$ cat config.mk
export PLATFORM = sky130hd
export DESIGN_NAME = serial_add_ctrl
export DESIGN_NICKNAME = d
export VERILOG_FILES = /design/src/rtl/serial_add_ctrl_pkg.sv /design/src/rtl/full_add.sv /design/src/rtl/serial_add_ctrl.sv
export SDC_FILE = /design/constraint.sdc
export NUM_CORES = 1
export LEC_CHECK = 0
export BUFFER_PORTS_ARGS = -buffer_cell sky130_fd_sc_hd__buf_2
export CAP_MARGIN = 20
export CORE_MARGIN = 2
export CORE_UTILIZATION = 45
export DETAILED_ROUTE_END_ITERATION = 10
export GPL_TIMING_DRIVEN = 0
export PLACE_DENSITY_LB_ADDON = 0.15
export SYNTH_ARGS = -nofsm -noshare
export SYNTH_HDL_FRONTEND = slang
export SYNTH_SLANG_ARGS = --single-unit
$ cat constraint.sdc
create_clock -name clk -period 1.9 [get_ports clk]
set_clock_uncertainty 0.2 [all_clocks]
set_input_delay 0.19 -clock clk [delete_from_list [all_inputs] [get_ports clk]]
set_output_delay 0.19 -clock clk [all_outputs]
set_load 0.03 [all_outputs]
$ cat src/rtl/serial_add_ctrl_pkg.sv
// Shared FSM state encodings for the bit-serial adder controller.
// Encodings match the legacy ST_* values so existing decoders keep working.
package serial_add_ctrl_pkg;

   localparam logic [1:0] ST_IDLE  = 2'd0;
   localparam logic [1:0] ST_SHIFT = 2'd1;
   localparam logic [1:0] ST_DONE  = 2'd2;

endpackage

$ cat src/rtl/full_add.sv
// One-bit full adder cell shared by the serial datapath.
module full_add (
   input  logic a,
   input  logic b,
   input  logic cin,
   output logic sum,
   output logic cout
);

   assign sum  = a ^ b ^ cin;
   assign cout = (a & b) | (a & cin) | (b & cin);

endmodule

$ cat src/rtl/serial_add_ctrl.sv
// Bit-serial adder controller: one full_add cell sequenced LSB first over WIDTH bits.
// Optional signed-overflow output is enabled by defining OVERFLOW_FLAG_EN.
module serial_add_ctrl
   import serial_add_ctrl_pkg::*;
#(
   parameter int unsigned WIDTH = 8
) (
   input  logic             clk,
   input  logic             rst,
   input  logic             start,
   input  logic [WIDTH-1:0] a,
   input  logic [WIDTH-1:0] b,
   input  logic             cin,
   output logic             busy,
   output logic             done,
   output logic [WIDTH-1:0] sum,
   output logic             cout
`ifdef OVERFLOW_FLAG_EN
   ,output logic            ovf
`endif
);

   localparam int unsigned CNT_W = $clog2(WIDTH) + 1;
   localparam logic [CNT_W-1:0] LAST_BIT = CNT_W'(WIDTH - 1);

   logic [1:0]       state;
   logic [WIDTH-1:0] a_sr;
   logic [WIDTH-1:0] b_sr;
   logic [WIDTH-1:0] s_sr;
   logic [CNT_W-1:0] cnt;
   logic             carry_ff;
   logic             sum_bit;
   logic             cout_bit;
   logic [WIDTH:0]   s_cat;
   logic [WIDTH-1:0] s_next;

   full_add u_full_add (
      .a    (a_sr[0]),
      .b    (b_sr[0]),
      .cin  (carry_ff),
      .sum  (sum_bit),
      .cout (cout_bit)
   );

   // Concatenate-then-slice keeps the right shift legal when WIDTH is 1.
   assign s_cat  = {sum_bit, s_sr};
   assign s_next = s_cat[WIDTH:1];

   always_ff @(posedge clk or posedge rst) begin
      if (rst) begin
         state    <= ST_IDLE;
         a_sr     <= '0;
         b_sr     <= '0;
         s_sr     <= '0;
         cnt      <= '0;
         carry_ff <= 1'b0;
         sum      <= '0;
         cout     <= 1'b0;
`ifdef OVERFLOW_FLAG_EN
         ovf      <= 1'b0;
`endif
      end else begin
         case (state)
            ST_IDLE: begin
               if (start) begin
                  a_sr     <= a;
                  b_sr     <= b;
                  carry_ff <= cin;
                  cnt      <= '0;
                  state    <= ST_SHIFT;
               end
            end
            ST_SHIFT: begin
               s_sr     <= s_next;
               carry_ff <= cout_bit;
               a_sr     <= a_sr >> 1;
               b_sr     <= b_sr >> 1;
               cnt      <= cnt + 1'b1;
               if (cnt == LAST_BIT) begin
                  sum   <= s_next;
                  cout  <= cout_bit;
`ifdef OVERFLOW_FLAG_EN
                  // carry_ff holds the carry into the MSB on this final step.
                  ovf   <= carry_ff ^ cout_bit;
`endif
                  state <= ST_DONE;
               end
            end
            ST_DONE: begin
               state <= ST_IDLE;
            end
            default: begin
               state <= ST_IDLE;
            end
         endcase
      end
   end

   assign busy = (state == ST_SHIFT);
   assign done = (state == ST_DONE);

endmodule

* Word-level counts from Yosys, hierarchy flattened
Index checks and enable logic that the tools add are counted.
Cells by class: reductions and logical operators 5, add/subtract/negate cells 1, eq/ne operators 5, mux-type cells 11, bitwise operators 7
Operator list (number):
- 8-bit one-hot mux with 2 select lines | 2
- 8-bit two-way mux | 2
- 4-bit one-hot mux with 2 select lines | 1
- 2-bit AND reduction | 3
- 4-bit by 1-bit adder with 4-bit output, second input constant | 1
- 4-bit by 3-bit equality test with 1-bit output, second input constant | 1
- 2-bit two-way mux | 2
- 4-bit two-way mux | 1
- 2-bit one-hot mux with 2 select lines | 1
- 1-bit AND | 3
- 2-bit by 1-bit equality test with 1-bit output, second input constant | 1
- 2-bit equality test, second input constant | 1
- 2-bit logical NOT | 1
- 2-bit by 1-bit inequality test with 1-bit output, second input constant | 1
- 2-bit inequality test, second input constant | 1
- 1-bit bitwise OR | 2
- 1-bit one-hot mux with 2 select lines | 1
- 2-bit nonzero test | 1
- 1-bit bitwise XOR | 2
- 1-bit two-way mux | 1
Storage, ports and cells: input port bits 20, bits in registers 40, output and inout port bits 11

* Logic depth before layout (Yosys ltp)
Gate-level depths: netlist (run 1).
word-level depth 4, gate-level depth with buffers 6, depth with buffers taken out 4

* Modules after synthesis
Synthesis (run 1) repeated with hierarchy kept, for this count alone.
Second synthesis, totals: cell total of the unflattened synthesis 163, area, all modules 1740.4 µm²
By module, submodules not included:
- serial_add_ctrl | seq. area each 975.9 µm², instances 1, area an instance 1720.4 µm², cells an instance 162
- full_add | seq. area each 0.0 µm², instances 1, area an instance 20.0 µm², cells an instance 1

* Worst setup path before layout (run 1)
Ideal clock, no wire load.
path kind reg2reg, from reg cnt[0], to reg cout, arrival 1292 ps, required time 1575 ps, path slack 283 ps, cell stages (with the launch flop) 5, clock period less this slack 1617 ps, path buffers 0, setup time 125 ps, cell sequence dfrtp_1 ha_1 nand2_1 nor3_4 mux2_2
Between the ends: word-level cells in the longest chain between the ends 2
RTL lines:
- start, declared | RTL line serial_add_ctrl.sv:30 | logic [CNT_W-1:0] cnt;
- start signal, assigned | RTL line serial_add_ctrl.sv:78 | cnt <= cnt + 1'b1;
- 4-bit by 3-bit equality test with 1-bit output | RTL line serial_add_ctrl.sv:79 | if (cnt == LAST_BIT) begin
- 2-bit AND reduction (no line)
- end signal, assigned | RTL line serial_add_ctrl.sv:81 | cout <= cout_bit;
- end, declared | RTL line serial_add_ctrl.sv:17 | output logic cout
No other way between the ends. A chain may end at the register's enable or synchronous reset.

* Final worst setup path (run 1)
from reg state[1], to out busy
Between the ends: word-level cells in the longest chain between the ends 1
RTL lines:
- start, declared | RTL line serial_add_ctrl.sv:26 | logic [1:0] state;
- start signal, assigned | RTL line serial_add_ctrl.sv:51 | state <= ST_IDLE;
- start signal, assigned | RTL line serial_add_ctrl.sv:70 | state <= ST_SHIFT;
- start signal, assigned | RTL line serial_add_ctrl.sv:86 | state <= ST_DONE;
- 2-bit by 1-bit equality test with 1-bit output | RTL line serial_add_ctrl.sv:99 | assign busy = (state == ST_SHIFT);
- end, declared | RTL line serial_add_ctrl.sv:14 | output logic busy,
No other way between the ends.

==> key figures, run 1 <==
STA
  • Fmax: between 500 and 600 MHz
  • Hold Vio Cnt, Final: 0
  • Fin Hold WS: roughly 0.0095 ns
  • Max-Slew Margin vs Limit: a little under half
  • Fin crit share: 96.5%
  • Finish-stage setup viols: 0
  • Final worst slack: approximately 0.066 ns
  • Fin. max-slew vios: 0
  • Final Critical Period: 1.83 ns
  • Slew @ Worst Pin: ~0.79 ns

Detailed routing
  • Drt total wl: around 3.3 mm
  • Final ANT Viol Nets: 0
  • Starting DRT DRC Count: 56
  • # DRC: 0
  • First-pass DRT Iterations: 4
  • Routed len/inst: between 10 and 15 um
  • Vias per cell: 5.02
  • DR vias: ~1.3k

Yosys
  • Synth Warn #: 0
  • Synthesized cell area: around 1700 um^2
  • Synth async-reset ratio: between 90% and 100%
  • Synth area leaders: dfrtp_1 (56%), nand2_1 (7.2%), mux2_2 (6.5%)
  • #FFs+latches synth: 39
  • Count leader, synth: dfrtp_1
  • Synth cell count leaders: dfrtp_1 (39), nand2_1 (33), o21ai_0 (16)
  • Top_reg_cell synth: dfrtp_1
  • Mapped Cells: ~160
  • Cell taking the most area after synthesis: dfrtp_1
  • Syn nets: between 150 and 200
  • Distinct cells, synth: 22
  • Post-synth EDFFs: 0
  • Yosys top cell area share: 56.5%
  • Sequential element share of the synthesized area: approximately 56%
  • Synthesized area per cell: around 11 um^2

Status
  • Status: finished clean

Clocking
  • Clock Latency Late Sink: around 0.28 ns
  • Num CTS Buffers: 5
  • CTS tree: yes
  • H-tree Lvls: 2
  • Clk root buf: clkbuf_8
  • Clock Pin Slew Worst Setup and Hold Paths: roughly 0.070 ns
  • CTS Buffer Depth: 2
  • Sink Count: 39

Setup path
  • Crit Path Category: register to output pin
  • CP max FO: 10
  • CP endpoint kind: output pin
  • Startpoint Class: register
  • R2R setup slack: approximately 0.19 ns
  • CP required: roughly 1.5 ns
  • Critical path arrival: around 1.4 ns

Global routing
  • Gr ovfl total: 0
  • All-Layer GR Usage: approximately 17%
  • Vias in the first global route: 1268
  • First-pass GRT wire length: 5.62 mm
  • Largest net degree at the start of global routing: 40
  • Initial antenna violation count: 0

Place
  • GP Congestion: approximately 0.74
  • Placement Setup Slack: around 0.07 ns
  • DP HPWL: about 2.4 mm
  • Placed instance area: 1940 um^2
  • Port bufs: 30

Die
  • Die H: roughly 66 um
  • Die width: 66.0 um
  • Std-Cell Rows: 22
  • Core Area: ~3700 um^2
  • Die area: approximately 4400 um^2
  • Initial core utilization: between 40% and 50%
  • I/O pins: 31

Layout
  • Share of cells above drive strength 1: between 20% and 30%
  • NumNets Final: 228
  • N_diodes: 0
  • Area growth syn-to-layout: 23.7%
  • FILL cells: 340
  • Design area: between 2000 and 2500 um^2

Pwr
  • Cell Pwr Density: between 1500 and 2000 nW/um^2
  • Maximum vdd drop: 0.000732 V
  • Static Leak: 1.06 nW
  • Power Total: roughly 0.0034 W

Worst hold path
  • Tightest Hold Check Type: input port to register

Run
  • Max_cap viols: 0
[where the power goes]
part | switching, W | internal, W | leakage (nW)
logic | 0.000804 | 0.000578 | 0.499
registers | 0.000222 | 0.00117 | 0.506
clock network | 0.000261 | 0.000385 | 0.0513
total | 0.00129 | 0.00213 | 1.06
[registers in the layout (all words and copies together) (netlist names)]
register,count
b_sr,8
a_sr,8
sum,8
s_sr,7
state,2
carry_ff,1
cnt,4
cout,1
[logic make-up after synthesis]
group | synth area share, %
flip-flops | 56.5
AND/OR/NAND/NOR | 16.6
multiplexers | 6.52
adder cells (fa/ha/maj) | 1.88
buffers and inverters | 2.97
AO/OA/AOI/OAI | 15.6
[per-stage QoR]
stage / utilization (%) / instances / setup TNS, ns
after floorplan: - / 161 / 0
after global placement: 52.5 / 239 / 0
after detailed placement: 52.5 / 239 / 0
after CTS: 57.4 / 252 / 0
after global routing: 57.9 / 254 / -0.0121
final: 57.9 / 254 / 0
[cell type report]
cell class	count	area, um^2	area share (%)
tap	48	60.1	2.81
multi-input combinational	111	701	32.8
sequential	39	976	45.7
inverter	2	7.51	0.351
buffer	7	42.5	1.99
clock inverter	1	30.0	1.41
timing repair buffer	40	248	11.6
clock buffer	6	72.6	3.40
[worst paths after layout]
path / cells past startpoint / startpoint / end
max: 5 / state[1]$_DFFE_PP0P_ / busy
min: 3 / cin / carry_ff$_DFFE_PP0P_
min reg2reg: 2 / s_sr[1]$_DFFE_PP0N_ / s_sr[1]$_DFFE_PP0N_
min in group asynchronous: 3 / rst / sum[3]$_DFFE_PP0P_
max in group asynchronous: 3 / rst / b_sr[1]$_DFFE_PP0P_
max reg2reg: 5 / cnt[0]$_DFFE_PP0P_ / sum[4]$_DFFE_PP0P_
[cell usage in the layout (no fill, tap or decap), types with 3 or more instances in the layout]
| master | instances |
|---|---|
| dfrtp_1 | 39 |
| buf_2 | 33 |
| nand2_1 | 33 |
| o21ai_0 | 16 |
| a21oi_1 | 13 |
| nor2b_1 | 10 |
| mux2_2 | 10 |
| a22oi_1 | 9 |
| dlygate4sd3_1 | 8 |
| and3b_1 | 6 |
| clkbuf_8 | 5 |
| buf_4 | 4 |
| a22o_1 | 3 |
[per-layer routing]
| metal | GRT usage (%) | up-vias | wire, um | share of wire, % |
|---|---|---|---|---|
| met2 | 30.1 | 33 | 1710 | 51 |
| met3 | 5.11 | 4 | 148 | 4.4 |
| li1 | - | 643 | - | - |
| met4 | 7.40 | 0 | 53 | 1.6 |
| met5 | 0 | - | 0 | 0 |
| met1 | 19.7 | 595 | 1430 | 43 |
[critical path: stages (launching register included)]
cell	delay (ns)
dfrtp_1	0.39
nand2b_4	0.15
buf_4	0.17
inv_2	0.12
buf_6	0.16
buf_4	0.17
[repair_timing]
item                                    4_1_cts  5_1_grt
resized for setup                             3        1
gates cloned                                  0        0
buffers inserted                              0        2
pin swaps                                     0        1
endpoints found under the setup margin        2       10
hold buffers                                  8        0
endpoints found under the hold margin        46        0
(Power assumes the default switching activity.)
==> inputs of run 2 (changes only) <==
--- a/config.mk
+++ b/config.mk
@@ -6,12 +6,13 @@
 export NUM_CORES = 1
 export LEC_CHECK = 0
 export BUFFER_PORTS_ARGS = -buffer_cell sky130_fd_sc_hd__buf_2
-export CAP_MARGIN = 20
 export CORE_MARGIN = 2
 export CORE_UTILIZATION = 45
+export CTS_CLUSTER_DIAMETER = 50
 export DETAILED_ROUTE_END_ITERATION = 10
 export GPL_TIMING_DRIVEN = 0
 export PLACE_DENSITY_LB_ADDON = 0.15
+export REMOVE_ABC_BUFFERS = 1
 export SYNTH_ARGS = -nofsm -noshare
 export SYNTH_HDL_FRONTEND = slang
 export SYNTH_SLANG_ARGS = --single-unit
==> key figures, run 2 (synthesis results as in run 1) <==
Status
  • Status: finished clean

Layout
  • NumNets Final: around 220
  • N_diodes: 0
  • Layout Utilization: a little under three fifths
  • Share of cells above drive strength 1: 30.2%
  • Area growth syn-to-layout: 22.7%
  • Commonest cells after routing, fill and taps aside: dfrtp_1 (37), nand2_1 (33), buf_2 (31)
  • Design area: between 2000 and 2500 um^2
  • Largest registers: a_sr (8), b_sr (8), sum (8)
  • Most common cell after layout, fill and taps aside: dfrtp_1

Detailed routing
  • DR vias: between 1k and 1.5k
  • First-pass DRT Iterations: 4
  • Final ANT Viol Nets: 0
  • Vias per cell: roughly 5.3
  • Drt total wl: ~3.7 mm
  • # DRC: 0
  • Starting DRT DRC Count: between 60 and 70
  • Routed len/inst: around 15 um

Worst hold path
  • Hold Path Depth: 3
  • Tightest Hold Check Type: input port to register

Setup path
  • Startpoint Class: register
  • CP cell instances: nand2b_4 > clkinvlp_4 > buf_2
  • Critical path arrival: roughly 1.4 ns
  • CP max FO: 16
  • Critical path depth: 3
  • Critical Path Slowest Stage Cell: dfrtp_4
  • R2R cell count: 5
  • CP Buf/Inv Count: 2
  • Largest stage delay on the critical path: approximately 0.58 ns
  • CP endpoint kind: output pin
  • Delay-heaviest family, CP: flip-flops
  • CP required: about 1.5 ns
  • Crit Path Category: register to output pin
  • R2R setup slack: about 0.14 ns

STA
  • Fin crit share: a little over nine tenths
  • Hold Vio Cnt, Final: 0
  • Finish-stage setup viols: 0
  • Fmax: 551 MHz
  • Fin. max-slew vios: 0
  • Final Critical Period: ~1.8 ns
  • Max-Slew Margin vs Limit: between 40% and 50%
  • Unrepaired setup endpoints after global routing: false
  • Slew @ Worst Pin: approximately 0.81 ns

Global routing
  • All-Layer GR Usage: 18.8%
  • First-pass GRT wire length: between 6 and 7 mm
  • Gr ovfl total: 0
  • Vias in the first global route: around 1.3k
  • Initial antenna violation count: 0
  • Largest net degree at the start of global routing: 40

Die
  • I/O pins: 31
  • Core Area: 3690 um^2
  • Die H: 66.0 um
  • Die area: approximately 4400 um^2
  • Die width: roughly 66 um
  • Std-Cell Rows: 22
  • Initial core utilization: 46.8%

Run
  • Max_cap viols: 0

Clocking
  • Clock Pin Slew Worst Setup and Hold Paths: 0.08 ns
  • CTS Buffer Depth: 2
  • CTS tree: yes
  • Clock Latency Late Sink: 0.29 ns
  • H-tree Lvls: 2
  • Num CTS Buffers: 5
  • Clk root buf: clkbuf_8
  • Sink Count: 39

Place
  • DP HPWL: around 2.2 mm
  • GP Congestion: about 0.68
  • Placed instance area: about 1900 um^2
  • Port bufs: 30

Pwr
  • Combinational Power Share: roughly 38%
  • Sw power: about 0.0013 W
  • Cell Pwr Density: approximately 1600 nW/um^2
  • Power Total: between 0.003 and 0.004 W
  • Static Leak: 1.04 nW
  • Pint: 0.00210 W
  • Maximum vdd drop: 0.000695 V
  • Clk network pwr share: 19.8%
  • Sw Ratio: roughly two fifths
  • Seq pwr share: 42.5%
run 2: cell types whose count changed in the layout (fill, tap and decap cells not counted), sizes merged:
cell and change:
clkinv +2, inv -1, clkbuf -2, buf -3, dlygate4sd3 -1, clkinvlp +1
run 2: routing by layer:
metal | wire, um | global-route usage [%] | up-vias
met4 | 58 | 6.89 | 0
met1 | 1590 | 23.0 | 645
met5 | 0 | 0 | -
met2 | 1860 | 31.8 | 35
li1 | - | - | 634
met3 | 161 | 5.11 | 6
run 2: power groups by stage:
stage	Combinational [W]	Clock, W	Sequential [W]
2_1_floorplan	0.000736	0	0.00157
3_3_place_gp	0.00113	0	0.00148
3_5_place_dp	0.00117	0	0.00151
4_1_cts	0.00125	0.000698	0.00150
5_1_grt	0.00145	0.000735	0.00153
6_report	0.00130	0.000684	0.00147
run 2: cell type report:
cell class	count	area [um^2]
well taps	48	60.1
multi-input cells	111	701
flip-flops and latches	39	981
repair buffers	42	255
clock buffers	5	68.8
inverters	2	11.3
clock inverters	3	43.8
fillers	331	1570
run 2: worst reg2reg max path, stage by stage, from the launching register on:
cell,delay [ns]
dfrtp_4,0.58
nand2b_4,0.20
clkinvlp_4,0.15
buf_4,0.20
a22oi_1,0.16
o21ai_0,0.13
run 2: per-stage QoR:
stage	instances	setup TNS (ns)	worst slack [ns]	hold slack (ns)
4_1_cts	249	0	0.0191	0.00928
2_1_floorplan	152	-0.412	-0.0458	0.123
3_3_place_gp	230	-6.72	-0.466	0.211
5_1_grt	250	0	0.0400	0.0437
3_5_place_dp	230	-8.09	-0.518	0.193
6_report	250	0	0.0859	0.0135
run 2: worst paths after layout:
path                                 startpoint                   end
hold / removal                             b[5]   b_sr[5]$_DFFE_PP0P_
max in group asynchronous                   rst  state[0]$_DFFE_PP0P_
min in group asynchronous                   rst   s_sr[2]$_DFFE_PP0N_
setup / recovery           state[0]$_DFFE_PP0P_                  busy
hold reg to reg             s_sr[1]$_DFFE_PP0N_   s_sr[1]$_DFFE_PP0N_
setup reg to reg           state[0]$_DFFE_PP0P_   b_sr[1]$_DFFE_PP0P_
run 2: repair_timing:
item                                    CTS  global route
endpoints found under the setup margin   40             5
endpoints found under the hold margin    45             0
pin swaps                                 1             0
gates resized for setup                   4             0
hold buffers                              7             0
setup buffers                             4             1
